[config.mk]
export PLATFORM = sky130hd
export DESIGN_NAME = fifo_rr_merge
export DESIGN_NICKNAME = d
export VERILOG_FILES = /design/src/rtl/fifo_rr_merge.sv
export SDC_FILE = /design/constraint.sdc
export NUM_CORES = 1
export LEC_CHECK = 0
export ABC_AREA = 1
export ABC_CLOCK_PERIOD_IN_PS = 1700
export CORE_UTILIZATION = 47
export CTS_CLUSTER_SIZE = 8
export DETAILED_ROUTE_END_ITERATION = 8
export PLACE_DENSITY = 0.79
export SKIP_CTS_REPAIR_TIMING = 1
export SLEW_MARGIN = 20
export SYNTH_ARGS = -nofsm -noshare
export SYNTH_HDL_FRONTEND = slang
export SYNTH_SLANG_ARGS = --single-unit
[constraint.sdc]
create_clock -name clk -period 1.7 [get_ports clk]
set_input_delay 0.34 -clock clk [delete_from_list [all_inputs] [get_ports clk]]
set_output_delay 0.34 -clock clk [all_outputs]
set_load 0.1 [all_outputs]
[src/rtl/fifo_rr_merge.sv]
// Round-robin merge of two 1-cycle-latency FIFOs into one registered stream,
// with a per-port burst limit, downstream pause and per-port delivered counters.
module fifo_rr_merge #(
    parameter int DATA_WIDTH = 10,
    parameter int MAX_BURST  = 4,
    parameter int CNT_WIDTH  = 16
) (
    input  logic                  clk,
    input  logic                  reset,
    input  logic                  fifo_empty1,
    input  logic                  fifo_empty2,
    input  logic [DATA_WIDTH-1:0] data_in1,
    input  logic [DATA_WIDTH-1:0] data_in2,
    input  logic                  next_pause,
    output logic                  pop1,
    output logic                  pop2,
    output logic [DATA_WIDTH-1:0] data_out,
    output logic                  valid_out,
    output logic                  src_out,
    output logic [CNT_WIDTH-1:0]  cnt1,
    output logic [CNT_WIDTH-1:0]  cnt2
);

    localparam int BW = $clog2(MAX_BURST + 1);
    localparam logic [BW-1:0] BMAX = BW'(MAX_BURST);

    typedef enum logic [1:0] {IDLE, SERVE1, SERVE2} state_t;

    state_t        state;
    logic [BW-1:0] burst_cnt;
    logic          last_served;
    logic          rd_valid;
    logic          rd_src;
    logic          any_pop;
    logic          same_port;

    always_comb begin
        pop1 = 1'b0;
        pop2 = 1'b0;
        if (!reset && !next_pause) begin
            if (!fifo_empty1 && fifo_empty2) begin
                pop1 = 1'b1;
            end else if (fifo_empty1 && !fifo_empty2) begin
                pop2 = 1'b1;
            end else if (!fifo_empty1 && !fifo_empty2) begin
                case (state)
                    SERVE1: begin
                        pop1 = (burst_cnt < BMAX);
                        pop2 = !(burst_cnt < BMAX);
                    end
                    SERVE2: begin
                        pop2 = (burst_cnt < BMAX);
                        pop1 = !(burst_cnt < BMAX);
                    end
                    default: begin
                        pop1 = last_served;
                        pop2 = !last_served;
                    end
                endcase
            end
        end
    end

    assign any_pop   = pop1 | pop2;
    assign same_port = (pop1 && state == SERVE1) || (pop2 && state == SERVE2);

    // rd_valid/rd_src track the pop whose read data arrives this cycle
    always_ff @(posedge clk) begin
        if (reset) begin
            state       <= IDLE;
            burst_cnt   <= '0;
            last_served <= 1'b1;
            rd_valid    <= 1'b0;
            rd_src      <= 1'b0;
            data_out    <= '0;
            valid_out   <= 1'b0;
            src_out     <= 1'b0;
            cnt1        <= '0;
            cnt2        <= '0;
        end else begin
            if (any_pop) begin
                state       <= pop1 ? SERVE1 : SERVE2;
                last_served <= pop2;
                if (!same_port)
                    burst_cnt <= BW'(1);
                else if (burst_cnt != BMAX)
                    burst_cnt <= burst_cnt + BW'(1);
            end else begin
                state     <= IDLE;
                burst_cnt <= '0;
            end
            rd_valid  <= any_pop;
            rd_src    <= pop2;
            valid_out <= rd_valid;
            if (rd_valid) begin
                src_out  <= rd_src;
                data_out <= rd_src ? data_in2 : data_in1;
                if (rd_src)
                    cnt2 <= cnt2 + CNT_WIDTH'(1);
                else
                    cnt1 <= cnt1 + CNT_WIDTH'(1);
            end
        end
    end

endmodule

* Yosys cells after proc, flatten, opt, wreduce, memory -nomap -nowiden
Cells that the tools add are included.
** Word-level totals
- Output and inout bits :: 46
- Input port bits :: 25
- Bits in registers :: 52
** Cells by class
- Order comparisons :: 1
- Bitwise logic cells :: 4
- Equality and inequality tests :: 4
- Mux-type cells :: 14
- Reduce and logical (&&, ||, !) cells :: 17
- Add/subtract/negate cells :: 3
** Operators by type and width (number)
- $add 16x1->16 const B :: 2
- $mux 1 :: 10
- $mux 10 :: 1
- $logic_and 1x1->1 :: 6
- $logic_not 1->1 :: 6
- $pmux 1 s2 :: 2
- $reduce_and 2->1 :: 2
- $add 3x1->3 const B :: 1
- $lt 3x3->1 const B :: 1
- $ne 3x3->1 const B :: 1
- $not 1->1 :: 3
- $reduce_or 3->1 :: 1
- $eq 2x1->1 const B :: 1
- $eq 2x2->1 const B :: 1
- $mux 2 :: 1
- $ne 2x1->1 const B :: 1
- $reduce_or 2->1 :: 1
- $logic_or 1x1->1 :: 1
- $or 1x1->1 :: 1

* Depth between registers and ports, before layout
- Depth after elaboration :: 11
- Mapped depth :: 10
- Mapped depth without buffers :: 10

* Worst setup path before layout
Ideal clock, no wire load.
- Path type :: register -> register
- Start point :: register cnt2[3]
- End point :: register cnt2[14]
- Stages on the path, launching flop included :: 8
- Slack :: -0.429 ns
- Setup time :: 0.119 ns
- Arrival time :: 2.010 ns
- Data required time :: 1.581 ns
- Cells stage by stage :: dfxtp_1 -> nand2_1 -> nor2_2 -> nand3_4 -> nor2_4 -> nand2_1 -> o21ai_1 -> nor2_1
** Between the ends
- Longest elaborated chain between the ends :: 1
** Ends and longest elaborated chain
- from (decl) :: RTL line 21 : output logic [CNT_WIDTH-1:0] cnt2
- from (signal assigned) :: RTL line 99 : cnt2 <= cnt2 + CNT_WIDTH'(1);
- $add 16x1->16 :: RTL line 99
No other way between the ends.
A chain may end at the register's enable or synchronous reset.

* Final worst setup path
- Start point :: register state[1]
- End point :: output pop1
** Between the ends
- Longest elaborated chain between the ends :: 6
- Elaborated cells between the ends (all ways) :: 7
- Classes of those cells :: 2 x eq/ne; 5 x mux
** Ends and longest elaborated chain
- from (decl) :: RTL line 29 : state_t state;
- from (signal assigned) :: RTL line 82 : state <= pop1 ? SERVE1 : SERVE2;
- $eq 2x2->1 / $eq 2x1->1 (equally long branches) :: RTL line 46 : case (state)
- $pmux 1 s2 (*) :: RTL line 46
- $mux 1 (*) :: RTL line 45 : end else if (!fifo_empty1 && !fifo_empty2) begin
- $mux 1 (*) :: RTL line 43 : end else if (fifo_empty1 && !fifo_empty2) begin
- $mux 1 (*) :: RTL line 41 : if (!fifo_empty1 && fifo_empty2) begin
- $mux 1 (*) :: RTL line 40 : if (!reset && !next_pause) begin
- to (decl) :: RTL line 15 : output logic pop1,
Every way passes the cells marked *; elsewhere a longest branch is shown, timed or not.

==> impl_summary.md <==
Status
The run finished, with violations left. The checks that failed: negative setup slack.

Power
Across the VDD grid, the largest voltage drop is between 0.0004 and 0.0005 V. Dividing total power by cell area gives a power density of roughly 630 nW/um^2. The post-route total power is 2.513 mW. The leakage power is 1.693 nW.

Place
The post-placement cell count is around 500. The placed standard-cell area is between 3000 and 4000 sq um. Timing analysis after detailed placement gives a worst setup slack of -0.1335 ns.

In this run the tool buffered the top-level ports with 70 buffer cells. The wire-length estimate of the detail-placed layout is between 4 and 5 mm. The congestion estimate from routability-driven global placement came to about 0.8.

Clock network
The later pin in the worst-skew pair is clocked with a latency of 0.29 ns. The total number of clock tree sinks is 52. TritonCTS created 5 clock buffers. CTS placed an instance of sky130_fd_sc_hd__clkbuf_8 at the clock tree root.

The CTS tree is yes. The number of buffers between clock root and the deepest sink is 2. The number of H-tree levels is 2.

Clock-pin slew was measured on the worst setup and hold paths at 0.09 ns.

Floorplan
The floorplan die width is between 70 and 80 um. The initial utilization of the core area, before any placement, comes to 48.70%. In this run the count of I/O pins placed on the die edge is approximately 70.

In this run the core area contains 26 standard-cell rows. In this run the standard cell core region covers 5107 sq um. The die covers 5588 sq um. The y dimension of the die is about 75 um.

Finish
For this run, the post-layout net count is about 470. The number of non-filler instances in the completed layout is between 500 and 600. The area used by sequential logic in the layout is 1072 sq um. The combined area of the multi-input logic cells is approximately 1200 sq um. After routing the design area is 3959 sq um. The filler cell count in the final layout is 376. The synthesis-to-finish area growth is 59.16%. 0 antenna diodes ended up in the layout. In the final layout, the share of cells above drive strength 1 is 26.08%.

Hold path
The path with the worst hold slack has its endpoint at cnt2[3]. The launch instance of the worst min-delay path is cnt2[3]. The cell count of the worst hold path is 1.

The tightest min-delay check is of the reg -> reg type.

Logic synthesis
Yosys attributes the largest share of cell area to sky130_fd_sc_hd__dfxtp_1, sky130_fd_sc_hd__nand2_1, sky130_fd_sc_hd__inv_1. The post-synth design cell area is 2487 sq um. Sequential cells were found to cover a little over two fifths of the synthesized design area. The synthesized design devotes to its leading area cell type a little over two fifths of total area.

In this run, synthesis produced a sequential element count of 52. The most common cell in the synthesized netlist is sky130_fd_sc_hd__nand2_1. Synthesis produced a netlist with a net count of 393.

The count of distinct cell types in the synthesized netlist is 28. In the synthesized netlist the dominant register cell turns out to be sky130_fd_sc_hd__dfxtp_1. During synthesis, Yosys emitted a total of 0 warnings. The synthesized area per cell is roughly 6.9 sq um.

Sorting the synthesized cells by how often they occur yields sky130_fd_sc_hd__nand2_1, sky130_fd_sc_hd__inv_1, sky130_fd_sc_hd__dfxtp_1. Summed over all instances, the cell type with the most area after synthesis is sky130_fd_sc_hd__dfxtp_1. The async set-reset flop share out of synthesis is 0%. The count of flip-flops with a built-in enable after synthesis is 0. The cell count after synthesis came out at approximately 360.

GRT
The global routing usage summed across all routing layers is 21.18%. After global routing the overflow that remains totals 0. The first-pass GRT wire length is ~9.1 mm. Entering global routing, the biggest net connects 24 pins.

The via count of the first global-routing pass was 2170. The initial antenna violation count is 0.

Timing
The final number of max-transition violations was 0. The relative max-transition margin is slightly below 70%. The setup slack of the critical path after layout is -0.2427 ns. The routed design could run at a clock period as short as between 1.5 and 2 ns. The maximum clock frequency is about 510 MHz. The transition time at the pin with the least slew margin is 0.4791 ns.

Setup repair after global routing could not meet its margin everywhere. The setup-violating endpoint count in the final report is 2. The worst path uses 114.3% of the clock period.

The final setup skew is ~0.0070 ns. The number of failing hold endpoints at the final stage came to 0.

Worst setup path
For the worst setup path, the data required time is ~1.4 ns. The worst setup path is launched from a flip-flop. Across all register-to-register paths, the minimum setup slack is between 0.1 and 0.15 ns. The destination of the worst register-to-register timing path is burst_cnt[0]. The critical path is of the reg -> out type. The maximum fanout encountered on the critical timing path is 3. The critical path data arrival time is between 1.5 and 2 ns. In this run the critical register-to-register path is launched from state[0].

The number of cells traversed by the worst register-to-register path is 11. STA classifies the critical path endpoint as an output pin.

Flow run
The reported max-cap violation count is 0.

Routing
Summing over every cut layer, the via total after detailed routing is ~2500. The first-pass iteration count of the detailed router is 4. The detailed router finished its first iteration with 147 violations. Dividing the detail-routed wire length by the instance count gives between 10 and 15 um. The vias per cell is 4.871.

The number of antenna-violating nets in the routed design is 0. The detailed-route wire length is roughly 5.7 mm. In the routed design, unresolved DRC markers number 0.
==> how the worst max path moves through the flow <==
| stage | cells past startpoint | endpoint | start | slack (ns) |
|---|---|---|---|---|
| 6_report | 9 | pop1 | state[1] | -0.24 |
| 5_1_grt | 9 | pop1 | state[1] | -0.32 |
| 4_1_cts | 9 | pop1 | state[1] | -0.28 |
| 3_5_place_dp | 5 | pop2 | reset | -0.13 |
| 3_3_place_gp | 5 | pop2 | reset | -0.11 |
| 2_1_floorplan | 8 | cnt2[14] | cnt2[0] | -0.02 |
==> registers in the layout, indices dropped and copies added (netlist names) <==
name,cells
rd_valid,1
data_out,10
rd_src,1
state,2
valid_out,1
burst_cnt,3
cnt1,16
last_served,1
src_out,1
cnt2,16
==> placed cells by master, fill, tap and decap left out, types with 2 or more instances in the layout <==
master	n
sky130_fd_sc_hd__nand2_2	6
sky130_fd_sc_hd__clkbuf_8	6
sky130_fd_sc_hd__a22oi_1	2
sky130_fd_sc_hd__clkbuf_1	2
sky130_fd_sc_hd__inv_2	5
sky130_fd_sc_hd__o21a_1	2
sky130_fd_sc_hd__xor2_1	2
sky130_fd_sc_hd__nand4_1	5
sky130_fd_sc_hd__nand3_1	23
sky130_fd_sc_hd__nor3_1	4
sky130_fd_sc_hd__dfxtp_2	25
sky130_fd_sc_hd__ha_1	5
sky130_fd_sc_hd__inv_1	51
sky130_fd_sc_hd__o21ai_0	10
sky130_fd_sc_hd__buf_12	47
sky130_fd_sc_hd__clkdlybuf4s50_1	24
sky130_fd_sc_hd__nor2_4	3
sky130_fd_sc_hd__o21ai_1	6
sky130_fd_sc_hd__nand3_2	4
sky130_fd_sc_hd__nor2_2	2
sky130_fd_sc_hd__nor2_1	50
sky130_fd_sc_hd__a21oi_1	16
sky130_fd_sc_hd__nand2_1	92
sky130_fd_sc_hd__o21bai_1	2
sky130_fd_sc_hd__dfxtp_1	27
sky130_fd_sc_hd__clkinvlp_4	2
sky130_fd_sc_hd__buf_4	9
==> worst max-delay path, stage by stage, from the launching register on <==
cell                         delay (ns)
sky130_fd_sc_hd__dfxtp_2           0.36
sky130_fd_sc_hd__inv_1             0.05
sky130_fd_sc_hd__ha_1              0.20
sky130_fd_sc_hd__nand2_1           0.10
sky130_fd_sc_hd__nand3_2           0.09
sky130_fd_sc_hd__nand2_2           0.08
sky130_fd_sc_hd__nand2_2           0.06
sky130_fd_sc_hd__nand2_2           0.08
sky130_fd_sc_hd__clkinvlp_4        0.11
sky130_fd_sc_hd__buf_12            0.18
==> cell families after synthesis <==
logic type / synth area share, %
xor gates and xnor gates: 1.057
buffers and inverters: 10.31
adders and majority gates: 3.018
DFF: 41.85
and+or+nand+nor: 34.86
AOI/OAI and AO/OA: 8.903
==> layout make-up <==
class,count,share of cell area (%)
clock buffers,8,2.276
inverters,58,5.689
multi-input cells,243,31.19
flip-flops and latches,52,27.09
well taps,70,2.212
repair buffers,80,31.54
==> layer usage <==
metal  part of all wire, %  track usage [%]
met5                     0                0
met4                   1.0            6.289
met3                   6.1            7.363
met2                    50            36.94
met1                    43            24.50
==> stage by stage <==
| step | setup TNS (ns) | hold slack, ns | util, % |
|---|---|---|---|
| after floorplan | -0.01962 | 0.4289 | - |
| after global placement | -0.1223 | 0.4450 | 74.67 |
| after detailed placement | -0.2172 | 0.4670 | 74.67 |
| after CTS | -0.5370 | 0.4924 | 76.43 |
| after global routing | -0.6092 | 0.5110 | 77.51 |
| final | -0.4650 | 0.4994 | 77.51 |
==> where the power goes <==
group	internal, mW	leakage (nW)	switching (mW)
sequential	1.25	0.434	0.0359
combinational	0.211	1.21	0.307
clock	0.333	0.0455	0.376
total	1.79	1.69	0.719
No activity file was read; power rests on OpenSTA's default activity.
